File: src/rtl/muldiv_seq_pkg.sv
// muldiv_seq_pkg
//   Shared constants and types for the sequential MULTU/DIVU unit:
//   ALU control codes, operation encodings, FSM state encoding and widths.
package muldiv_seq_pkg;

    localparam int WIDTH = 32;
    localparam int CNT_W = 5;

    localparam logic [2:0] ALU_ADD = 3'b010;
    localparam logic [2:0] ALU_SUB = 3'b110;

    localparam logic OP_MULTU = 1'b0;
    localparam logic OP_DIVU  = 1'b1;

    typedef enum logic [1:0] {
        S_IDLE = 2'd0,
        S_ITER = 2'd1,
        S_DONE = 2'd2
    } state_t;

endpackage

File: src/rtl/muldiv_step.sv
// muldiv_step
//   Combinational datapath for one multiply/divide iteration. Chooses the
//   ALU operand and control from the working registers, then forms the next
//   working-register values from the shared ALU's sum and carry.
// Ports:
//   op        in   0 = MULTU (shift-add), 1 = DIVU (restoring)
//   w_hi      in   working high word (partial product / partial remainder)
//   w_lo      in   working low word (multiplier bits / dividend->quotient)
//   alu_sum   in   shared ALU sum for the operands driven this cycle
//   alu_cout  in   shared ALU carry out
//   nxt_hi    out  next working high word
//   nxt_lo    out  next working low word
//   alu_a     out  ALU operand A (operand B is the held D register)
//   alu_ctrl  out  ALU control (add for MULTU, subtract for DIVU)
module muldiv_step
    import muldiv_seq_pkg::*;
(
    input  logic             op,
    input  logic [WIDTH-1:0] w_hi,
    input  logic [WIDTH-1:0] w_lo,
    input  logic [WIDTH-1:0] alu_sum,
    input  logic             alu_cout,
    output logic [WIDTH-1:0] nxt_hi,
    output logic [WIDTH-1:0] nxt_lo,
    output logic [WIDTH-1:0] alu_a,
    output logic [2:0]       alu_ctrl
);

    // Partial remainder shifted left by one, pulling in the next dividend bit.
    logic [WIDTH-1:0] trial;
    assign trial = {w_hi[WIDTH-2:0], w_lo[WIDTH-1]};

    always_comb begin
        // NOTE: every output gets a default first so no path leaves one unassigned and infers a latch.
        nxt_hi   = w_hi;
        nxt_lo   = w_lo;
        alu_a    = w_hi;
        alu_ctrl = ALU_ADD;

        if (op == OP_MULTU) begin
            alu_a    = w_hi;
            alu_ctrl = ALU_ADD;
            // The carry out becomes bit 63 of the shifted partial product.
            if (w_lo[0]) begin
                {nxt_hi, nxt_lo} = {alu_cout, alu_sum, w_lo[WIDTH-1:1]};
            end else begin
                {nxt_hi, nxt_lo} = {1'b0, w_hi, w_lo[WIDTH-1:1]};
            end
        end else begin
            alu_a    = trial;
            alu_ctrl = ALU_SUB;
            // w_hi[31] set means the shifted remainder has a 33rd bit, so it
            // is certainly >= the divisor even when the 32-bit compare says no.
            if (w_hi[WIDTH-1] | alu_cout) begin
                nxt_hi = alu_sum;
                nxt_lo = {w_lo[WIDTH-2:0], 1'b1};
            end else begin
                nxt_hi = trial;
                nxt_lo = {w_lo[WIDTH-2:0], 1'b0};
            end
        end
    end

endmodule

File: src/rtl/muldiv_seq.sv
// muldiv_seq
//   Multi-cycle unsigned 32x32 multiply (MULTU) and divide (DIVU) sequencer
//   that borrows the pipeline's 32-bit ALU for one add/subtract per cycle.
//   32 iterations, then a one-cycle DONE state where hi/lo become valid.
// Ports:
//   clk       in   clock, rising edge
//   rst       in   synchronous active-high reset
//   start     in   operation request, accepted only in IDLE
//   op        in   0 = MULTU, 1 = DIVU (sampled with start)
//   src_a     in   multiplicand / dividend (sampled with start)
//   src_b     in   multiplier / divisor (sampled with start)
//   flush     in   cancels an in-flight operation
//   busy      out  high in ITER and DONE
//   done      out  one-cycle pulse, hi/lo valid from this cycle
//   hi        out  product[63:32] / remainder
//   lo        out  product[31:0] / quotient
//   alu_a     out  shared ALU operand A
//   alu_b     out  shared ALU operand B
//   alu_ctrl  out  shared ALU control
//   alu_sum   in   shared ALU sum
//   alu_cout  in   shared ALU carry out
module muldiv_seq
    import muldiv_seq_pkg::*;
#(
    parameter int WIDTH = muldiv_seq_pkg::WIDTH,
    parameter int CNT_W = muldiv_seq_pkg::CNT_W
) (
    input  logic             clk,
    input  logic             rst,
    input  logic             start,
    input  logic             op,
    input  logic [WIDTH-1:0] src_a,
    input  logic [WIDTH-1:0] src_b,
    input  logic             flush,
    output logic             busy,
    output logic             done,
    output logic [WIDTH-1:0] hi,
    output logic [WIDTH-1:0] lo,
    output logic [WIDTH-1:0] alu_a,
    output logic [WIDTH-1:0] alu_b,
    output logic [2:0]       alu_ctrl,
    input  logic [WIDTH-1:0] alu_sum,
    input  logic             alu_cout
);

    localparam logic [CNT_W-1:0] CNT_LAST = CNT_W'(WIDTH - 1);

    state_t           state, next_state;
    logic [CNT_W-1:0] cnt;
    logic [WIDTH-1:0] w_hi, w_lo, d;
    logic             op_q;

    // Operands of the last ITER cycle, presented to the ALU while idle/done.
    logic [WIDTH-1:0] alu_a_hold, alu_b_hold;

    logic [WIDTH-1:0] step_hi, step_lo, step_a;
    logic [2:0]       step_ctrl;

    logic             accept;
    assign accept = (state == S_IDLE) && start && !flush;

    muldiv_step u_step (
        .op       (op_q),
        .w_hi     (w_hi),
        .w_lo     (w_lo),
        .alu_sum  (alu_sum),
        .alu_cout (alu_cout),
        .nxt_hi   (step_hi),
        .nxt_lo   (step_lo),
        .alu_a    (step_a),
        .alu_ctrl (step_ctrl)
    );

    // ALU drive depends only on registered state, never on this cycle's inputs.
    always_comb begin
        if (state == S_ITER) begin
            alu_a    = step_a;
            alu_b    = d;
            alu_ctrl = step_ctrl;
        end else begin
            alu_a    = alu_a_hold;
            alu_b    = alu_b_hold;
            alu_ctrl = ALU_ADD;
        end
    end

    always_comb begin
        next_state = state;
        busy       = 1'b0;
        done       = 1'b0;
        unique case (state)
            S_IDLE: begin
                if (accept) next_state = S_ITER;
            end
            S_ITER: begin
                busy = 1'b1;
                if (flush)                 next_state = S_IDLE;
                else if (cnt == CNT_LAST)  next_state = S_DONE;
            end
            S_DONE: begin
                busy       = 1'b1;
                done       = 1'b1;
                next_state = S_IDLE;
            end
            default: next_state = S_IDLE;
        endcase
    end

    always_ff @(posedge clk) begin
        if (rst) begin
            state      <= S_IDLE;
            cnt        <= '0;
            w_hi       <= '0;
            w_lo       <= '0;
            d          <= '0;
            op_q       <= OP_MULTU;
            hi         <= '0;
            lo         <= '0;
            alu_a_hold <= '0;
            alu_b_hold <= '0;
        end else begin
            // NOTE: state registers use non-blocking assignments so every flop samples pre-edge values.
            state <= next_state;
            if (accept) begin
                w_hi <= '0;
                w_lo <= (op == OP_DIVU) ? src_a : src_b;
                d    <= (op == OP_DIVU) ? src_b : src_a;
                op_q <= op;
                cnt  <= '0;
            end
            if (state == S_ITER) begin
                w_hi       <= step_hi;
                w_lo       <= step_lo;
                cnt        <= cnt + CNT_W'(1);
                alu_a_hold <= step_a;
                alu_b_hold <= d;
                // Result registers load with the final iteration so they are
                // already valid in the DONE cycle; a flush leaves them alone.
                if (cnt == CNT_LAST && !flush) begin
                    hi <= step_hi;
                    lo <= step_lo;
                end
            end
        end
    end

endmodule
File: config.mk
export PLATFORM = sky130hd
export DESIGN_NAME = muldiv_seq
export DESIGN_NICKNAME = d
export VERILOG_FILES = /design/src/rtl/muldiv_seq_pkg.sv /design/src/rtl/muldiv_step.sv /design/src/rtl/muldiv_seq.sv
export SDC_FILE = /design/constraint.sdc
export NUM_CORES = 1
export LEC_CHECK = 0
export BUFFER_PORTS_ARGS = -buffer_cell sky130_fd_sc_hd__buf_2
export CAP_MARGIN = 5
export CORE_AREA = 8 8 144 146
export DETAILED_ROUTE_END_ITERATION = 16
export DIE_AREA = 0 0 152 154
export PLACE_DENSITY = 0.85
export SYNTH_ARGS = -nofsm -noshare
export SYNTH_HDL_FRONTEND = slang
export SYNTH_SLANG_ARGS = --single-unit
File: constraint.sdc
create_clock -name clk -period 4.9 [get_ports clk]
set_input_delay 0.98 -clock clk [delete_from_list [all_inputs] [get_ports clk]]
set_output_delay 0.98 -clock clk [all_outputs]
set_load 0.01 [all_outputs]
==> results.yml, run 1 <==
placed_design:
  hpwlAfterDp_microns: 19120
  gp_congestion: 0.8266
  placed_cell_area_sq_um: 11780
  port_buffers: 232
critical_path:
  crit_required_ns: 3.92
  critPathKind: "flop to output port"
  cp_max_fo: 89
  arrival_ns: 2.64
  rrSetupSlack_ns: 2.07
  end_kind: "output port"
  rr_worst_depth: 7
  r2r_end: "lo[23]$_SDFFE_PP0P_"
  r2r_start: "state[1]$_SDFFE_PP0P_"
  critPathLaunchType: "flop"
route:
  dr.first_iter.drc_count: 471
  vias: 9288
  firstDrtPassIters: 5
  vias_per_cell: 5.744
  drc: 0
  antenna_left: 0
  drt_wl_total_microns: 28080
  wl_per_cell_microns: 17.36
layout:
  postLayoutCellArea_sq_um: 12490
  syn2layout_area_growth_pct: 17.13
  drive_above_1_share: 0.2482
  final_core_util: 0.6767
  nNetsFinal: 1475
cts:
  clockBufferDepth: 3
  post_cts_resized: 0
  cts-htree-levels: 1
  cts-buffers-inserted: 24
  hold_buffers: 0
  cts_num_sinks: 232
  cts_tree: "yes"
  post_cts_buffers: 0
  clk_latency_ns: 0.52
  cts_root_buf: "clkbuf_16"
  clk_pin_slew_ns: 0.06
synth:
  synth_nets: 1313
  async_flop_share: 0
  synth_area_leaders: "dfxtp_1, mux2i_1, a211oi_1"
  ys_warn_count: 0
  synth.distinct_cells: 35
  syn_inst: 1205
  yosys.area.top_type: "dfxtp_1"
  ys_seq_area_frac: 0.4356
  yosysMostFrequentCell: "dfxtp_1"
  ys_seq_elements: 232
  synthFlopType: "dfxtp_1"
  synth_area_sq_um: 10660
  synth_top_cell_area_share: 0.4356
  synth_area_per_cell_sq_um: 8.849
  netlist_top_cells_count: "dfxtp_1, nor2_1, mux2i_1"
  synth-edff-count: 0
die:
  dieArea_sq_um: 23410
  die_y_microns: 154
  start_util: 0.5778
  fp.coreArea_sq_um: 18460
  fp-row-count: 50
  io_pins: 235
  die_width_microns: 152
worst_hold_path:
  holdPathEnd: "cnt[4]$_SDFFE_PP0P_"
  hold_depth: 2
  hold_start: "cnt[4]$_SDFFE_PP0P_"
  hold_class: "flop to flop"
global_route:
  grt_pass1_wl_microns: 46490
  grt_pass1_vias: 9312
  grt.overflow.total: 0
  antenna_found_initial: 2
  grt_max_degree: 100
  grt_usage: 0.2332
power_and_ir_drop:
  totalPowerFinal_mw: 4.549
  powerDensity_nw_per_um2: 364.2
  p_leak_nw: 5.126
  ir_drop_v: 0.0002982
timing:
  skew_ns: 0.01254
  slew_headroom: 0.2837
  hold_viol: 0
  finalSetupViolations: 0
  maxSlewViolCount: 0
  worst_slew_pin_slew_ns: 1.074
  min_period_over_period: 0.7381
  rsz0062_at_grt: "no"
  setup_tns_ns: 0
  min_period_ns: 3.617
  fmax_ghz: 0.2765
flow_run:
  max-cap-violations: 0
status:
  status: "complete, no violations"
-- how the worst max path moves through the flow --
stage	start	to	slack, ns	cells after the start
4_1_cts	state[1]$_SDFFE_PP0P_	alu_a[2]	1.26	6
3_5_place_dp	state[1]$_SDFFE_PP0P_	alu_a[2]	1.84	6
5_1_grt	state[1]$_SDFFE_PP0P_	alu_a[8]	1.03	6
3_3_place_gp	state[1]$_SDFFE_PP0P_	alu_a[9]	1.88	6
6_report	state[1]$_SDFFE_PP0P_	alu_a[6]	1.28	6
2_1_floorplan	state[1]$_SDFFE_PP0P_	alu_a[10]	2.56	7
-- through the flow --
stage	hold WS (ns)	std cells	setup slack, ns
floorplan	0.4522	1205	2.559
detailed placement	0.4683	1575	1.843
global route	0.5065	1616	1.035
finish	0.4734	1617	1.283
CTS	0.4768	1616	1.264
global placement	0.4594	1575	1.876
-- critical path: stages, from the launching register on --
cell and delay [ns]:
dfxtp_1 0.31, inv_1 0.16, ha_4 0.89, buf_4 0.37, nor2_1 0.07, a21oi_1 0.14, buf_2 0.16
-- layer usage --
metal	track usage	vias up	routed length (microns)
met2	0.4076	299	13450
met5	0	-	31
met3	0.05830	42	1955
met4	0.05902	4	486
met1	0.2818	4383	12150
li1	-	4560	-
-- state kept, by name, summed over array words and instances (netlist names) --
| name | flops |
|---|---|
| alu_a_hold | 32 |
| alu_b_hold | 32 |
| d | 32 |
| hi | 32 |
| lo | 32 |
| w_hi | 32 |
| w_lo | 32 |
| cnt | 5 |
| state | 2 |
| op_q | 1 |
-- cells by family (layout without fill, tap and decap cells) --
logic type,count (synthesis),after routing,share of synthesized area
AND/OR/NAND/NOR,391,391,0.1774
AO/OA/AOI/OAI,294,294,0.1761
flip-flops,232,232,0.4356
multiplexers,162,162,0.1559
buffers and inverters,118,295,0.04717
adder cells (fa/ha/maj),6,6,0.007040
other,2,3,0.0007043
-- placed cells by master (no fill, tap or decap), drive strengths merged --
master,count
nand3,3
o211ai,1
nor3,2
and3b,1
nor2b,94
o22ai,32
dfxtp,232
a31o,25
nand2b,4
diode,1
mux2i,129
and3,7
buf,246
o31ai,12
clkinv,1
nand2,104
or3,1
nor2,138
nand3b,33
a211oi,94
and2,2
a22oi,2
clkbuf,40
a21oi,73
ha,6
conb,2
o21ai,55
inv,8
mux2,33
or2,2
-- layout make-up --
cell class | instances | area, sq um
repair buffers | 246 | 1271
multi-input cells | 855 | 5537
fillers | 1492 | 5966
diodes | 1 | 2.502
clock inverters | 1 | 5.005
clock buffers | 40 | 701.9
flip-flops and latches | 232 | 4649
inverters | 8 | 30.03
well taps | 234 | 292.8
-- where the power goes --
group | internal [mW] | switching (mW)
clock | 0.967 | 0.706
combinational | 0.343 | 0.464
sequential | 1.99 | 0.0763
total | 3.30 | 1.25
No activity file was read; power rests on OpenSTA's default activity.
==> inputs of run 2 (changes only) <==
Settings changed: ABC_AREA set to 1, CORE_AREA 8 8 144 146 to 8 8 161 163, DIE_AREA 0 0 152 154 to 0 0 169 171, PLACE_DENSITY 0.85 to 0.76.
Clock period 4.9 ns to 2.93 ns, I/O delays scaled along.
==> run 2 against run 1 <==
  * Non-clock buffer count rose by 7
  * Count of clock-buffer cells in the layout decreased by 4
  * Register-to-register slack worse by 1.3 ns
  * Worst hold slack worse by 0.18 ns
  * Synthesized cell count is 49% higher
  * Sequential share of layout area fell by 3.2 points
  * Total power rose by 80%
  * Critical endpoint unchanged
  * Largest power group unchanged
==> results.yml, run 2 <==
timing:
  skew_ns: 0.01959
  maxSlewViolCount: 0
  rsz0062_at_grt: "yes"
  finalSetupViolations: 0
  worst_slew_pin_slew_ns: 0.7593
  min_period_ns: 2.759
  fmax_ghz: 0.3625
  slew_headroom: 0.4933
  hold_viol: 0
  min_period_over_period: 0.9416
layout:
  final_cell_mix: "nand2_1, nor2_1, dfxtp_1, buf_2, inv_1"
  finalNonFillerCells: 2294
  drive_above_1_share: 0.1546
  seqCellArea_sq_um: 4648
  final_common_cell: "nand2_1"
  postLayoutCellArea_sq_um: 13650
  nNetsFinal: 2058
  fill_cells: 2262
  multi_input_comb_area_sq_um: 5664
  syn2layout_area_growth_pct: 19.10
power_and_ir_drop:
  totalPowerFinal_mw: 8.202
  ir_drop_v: 0.0004916
  p_leak_nw: 6.354
  powerDensity_nw_per_um2: 600.7
die:
  fp-row-count: 56
  die_y_microns: 171
  start_util: 0.4928
  die_width_microns: 169
  io_pins: 235
  dieArea_sq_um: 28900
  fp.coreArea_sq_um: 23260
synth:
  synth_area_sq_um: 11460
  synth.distinct_cells: 22
  ys_warn_count: 0
  synth_area_leaders: "dfxtp_1, nand2_1, nor2_1"
  syn_inst: 1796
  yosys.area.top_type: "dfxtp_1"
  async_flop_share: 0
  synth_nets: 1904
  yosysMostFrequentCell: "nand2_1"
  synth_top_cell_area_share: 0.4051
  synthFlopType: "dfxtp_1"
  ys_seq_area_frac: 0.4051
  synth_area_per_cell_sq_um: 6.383
  netlist_top_cells_count: "nand2_1, nor2_1, dfxtp_1"
  synth-edff-count: 0
  ys_seq_elements: 232
route:
  dr.first_iter.drc_count: 912
  drt_wl_total_microns: 34580
  vias_per_cell: 5.186
  vias: 11900
  wl_per_cell_microns: 15.07
  drc: 0
  firstDrtPassIters: 5
  antenna_left: 0
placed_design:
  placed_cell_area_sq_um: 12750
  port_buffers: 232
  dpl.cell_count: 2240
  gp_congestion: 0.8806
  hpwlAfterDp_microns: 23010
critical_path:
  crit_required_ns: 2.34
  critPathLaunchType: "flop"
  critPathKind: "flop to output port"
  cp_max_fo: 40
  arrival_ns: 2.17
  end_kind: "output port"
global_route:
  grt_usage: 0.2314
  grt.overflow.total: 0
  grt_pass1_wl_microns: 55710
  grt_max_degree: 163
  grt_pass1_vias: 11210
  antenna_found_initial: 8
cts:
  cts_num_sinks: 232
  clockBufferDepth: 3
  cts_root_buf: "clkbuf_16"
  clk_latency_ns: 0.54
  cts-htree-levels: 1
  cts-buffers-inserted: 26
  cts_tree: "yes"
  post_cts_buffers: 0
  clk_pin_slew_ns: 0.07
status:
  status: "complete, no violations"
flow_run:
  max-cap-violations: 0
worst_hold_path:
  hold_class: "primary input to flop"
[run 2: changes by cell type in the layout (fill, tap and decap cells not counted), moves of 33 or more]
cell,change
nand3b_1,-33
a211oi_1,-62
o21a_1,+64
o21ai_0,+100
inv_1,+162
a21oi_1,+33
mux2_2,-33
nor2_1,+114
nor2b_1,-94
mux2i_1,-129
nand3_1,+97
nand2_1,+428
[run 2: power by group]
group / switching, mW / leakage [nW] / internal (mW) / total, mW
clock network: 1.32 / 0.414 / 1.89 / 3.22
logic: 1.07 / 4.06 / 0.502 / 1.57
registers: 0.0990 / 1.88 / 3.32 / 3.42
[run 2: layer usage]
layer,track usage,vias to the layer above,wire length [microns]
li1,-,5974,-
met1,0.2874,5384,14140
met2,0.3836,457,16130
met3,0.05186,82,3032
met4,0.09581,0,1279
met5,0,-,0
[run 2: what timing repair did]
action / 4_1_cts / 5_1_grt
setup endpoints to repair: 0 / 9
hold buffers: 0 / 0
resized for setup: 0 / 2
hold endpoints to repair: 0 / 0
[run 2: cells by family (layout without fill, tap and decap cells)]
| group | Yosys count | in the layout | synth area share |
|---|---|---|---|
| fa+ha+maj | 6 | 6 | 0.006548 |
| simple gates | 893 | 893 | 0.3057 |
| compound gates | 363 | 363 | 0.1796 |
| other cells | 2 | 10 | 0.0006551 |
| flops | 232 | 232 | 0.4051 |
| buf+inv | 300 | 471 | 0.1024 |
[run 2: through the flow]
stage,util,hold WS (ns),setup WS [ns],TNS [ns]
after CTS,0.5846,0.2818,0.07253,0
after detailed placement,0.5482,0.4530,0.5900,0
after global routing,0.5870,0.2979,-0.04285,-0.2172
final,0.5870,0.2952,0.1710,0
after floorplan,-,0.4444,0.8590,0
after global placement,0.5482,0.4471,0.6721,0
[run 2: cell type report]
cell class,count,share of cell area
clock inverter,9,0.006323
clock buffer,36,0.05562
multi-input combinational,1264,0.4148
tap,319,0.02923
sequential,232,0.3404
antenna,8,0.001466
timing repair buffer,253,0.1046
inverter,173,0.04756
[run 2: worst paths after layout]
path                                            start                  end  slack, ns  cells past startpoint
worst max register to register  state[1]$_SDFFE_PP0P_  hi[30]$_SDFFE_PP0P_       0.74                      9
worst max-delay path            state[1]$_SDFFE_PP0P_             alu_a[6]       0.17                      9
worst min-delay path                        src_b[19]   d[19]$_SDFFE_PP0P_       0.30                      3
worst min register to register    lo[13]$_SDFFE_PP0P_  lo[13]$_SDFFE_PP0P_       0.46                      2
[run 2: worst max-delay path: stages (launching register included)]
cell	delay, ns
dfxtp_1	0.35
inv_1	0.11
ha_4	0.20
inv_2	0.13
buf_6	0.30
nor2_1	0.09
o21ai_0	0.10
o21a_1	0.18
inv_1	0.04
buf_2	0.13
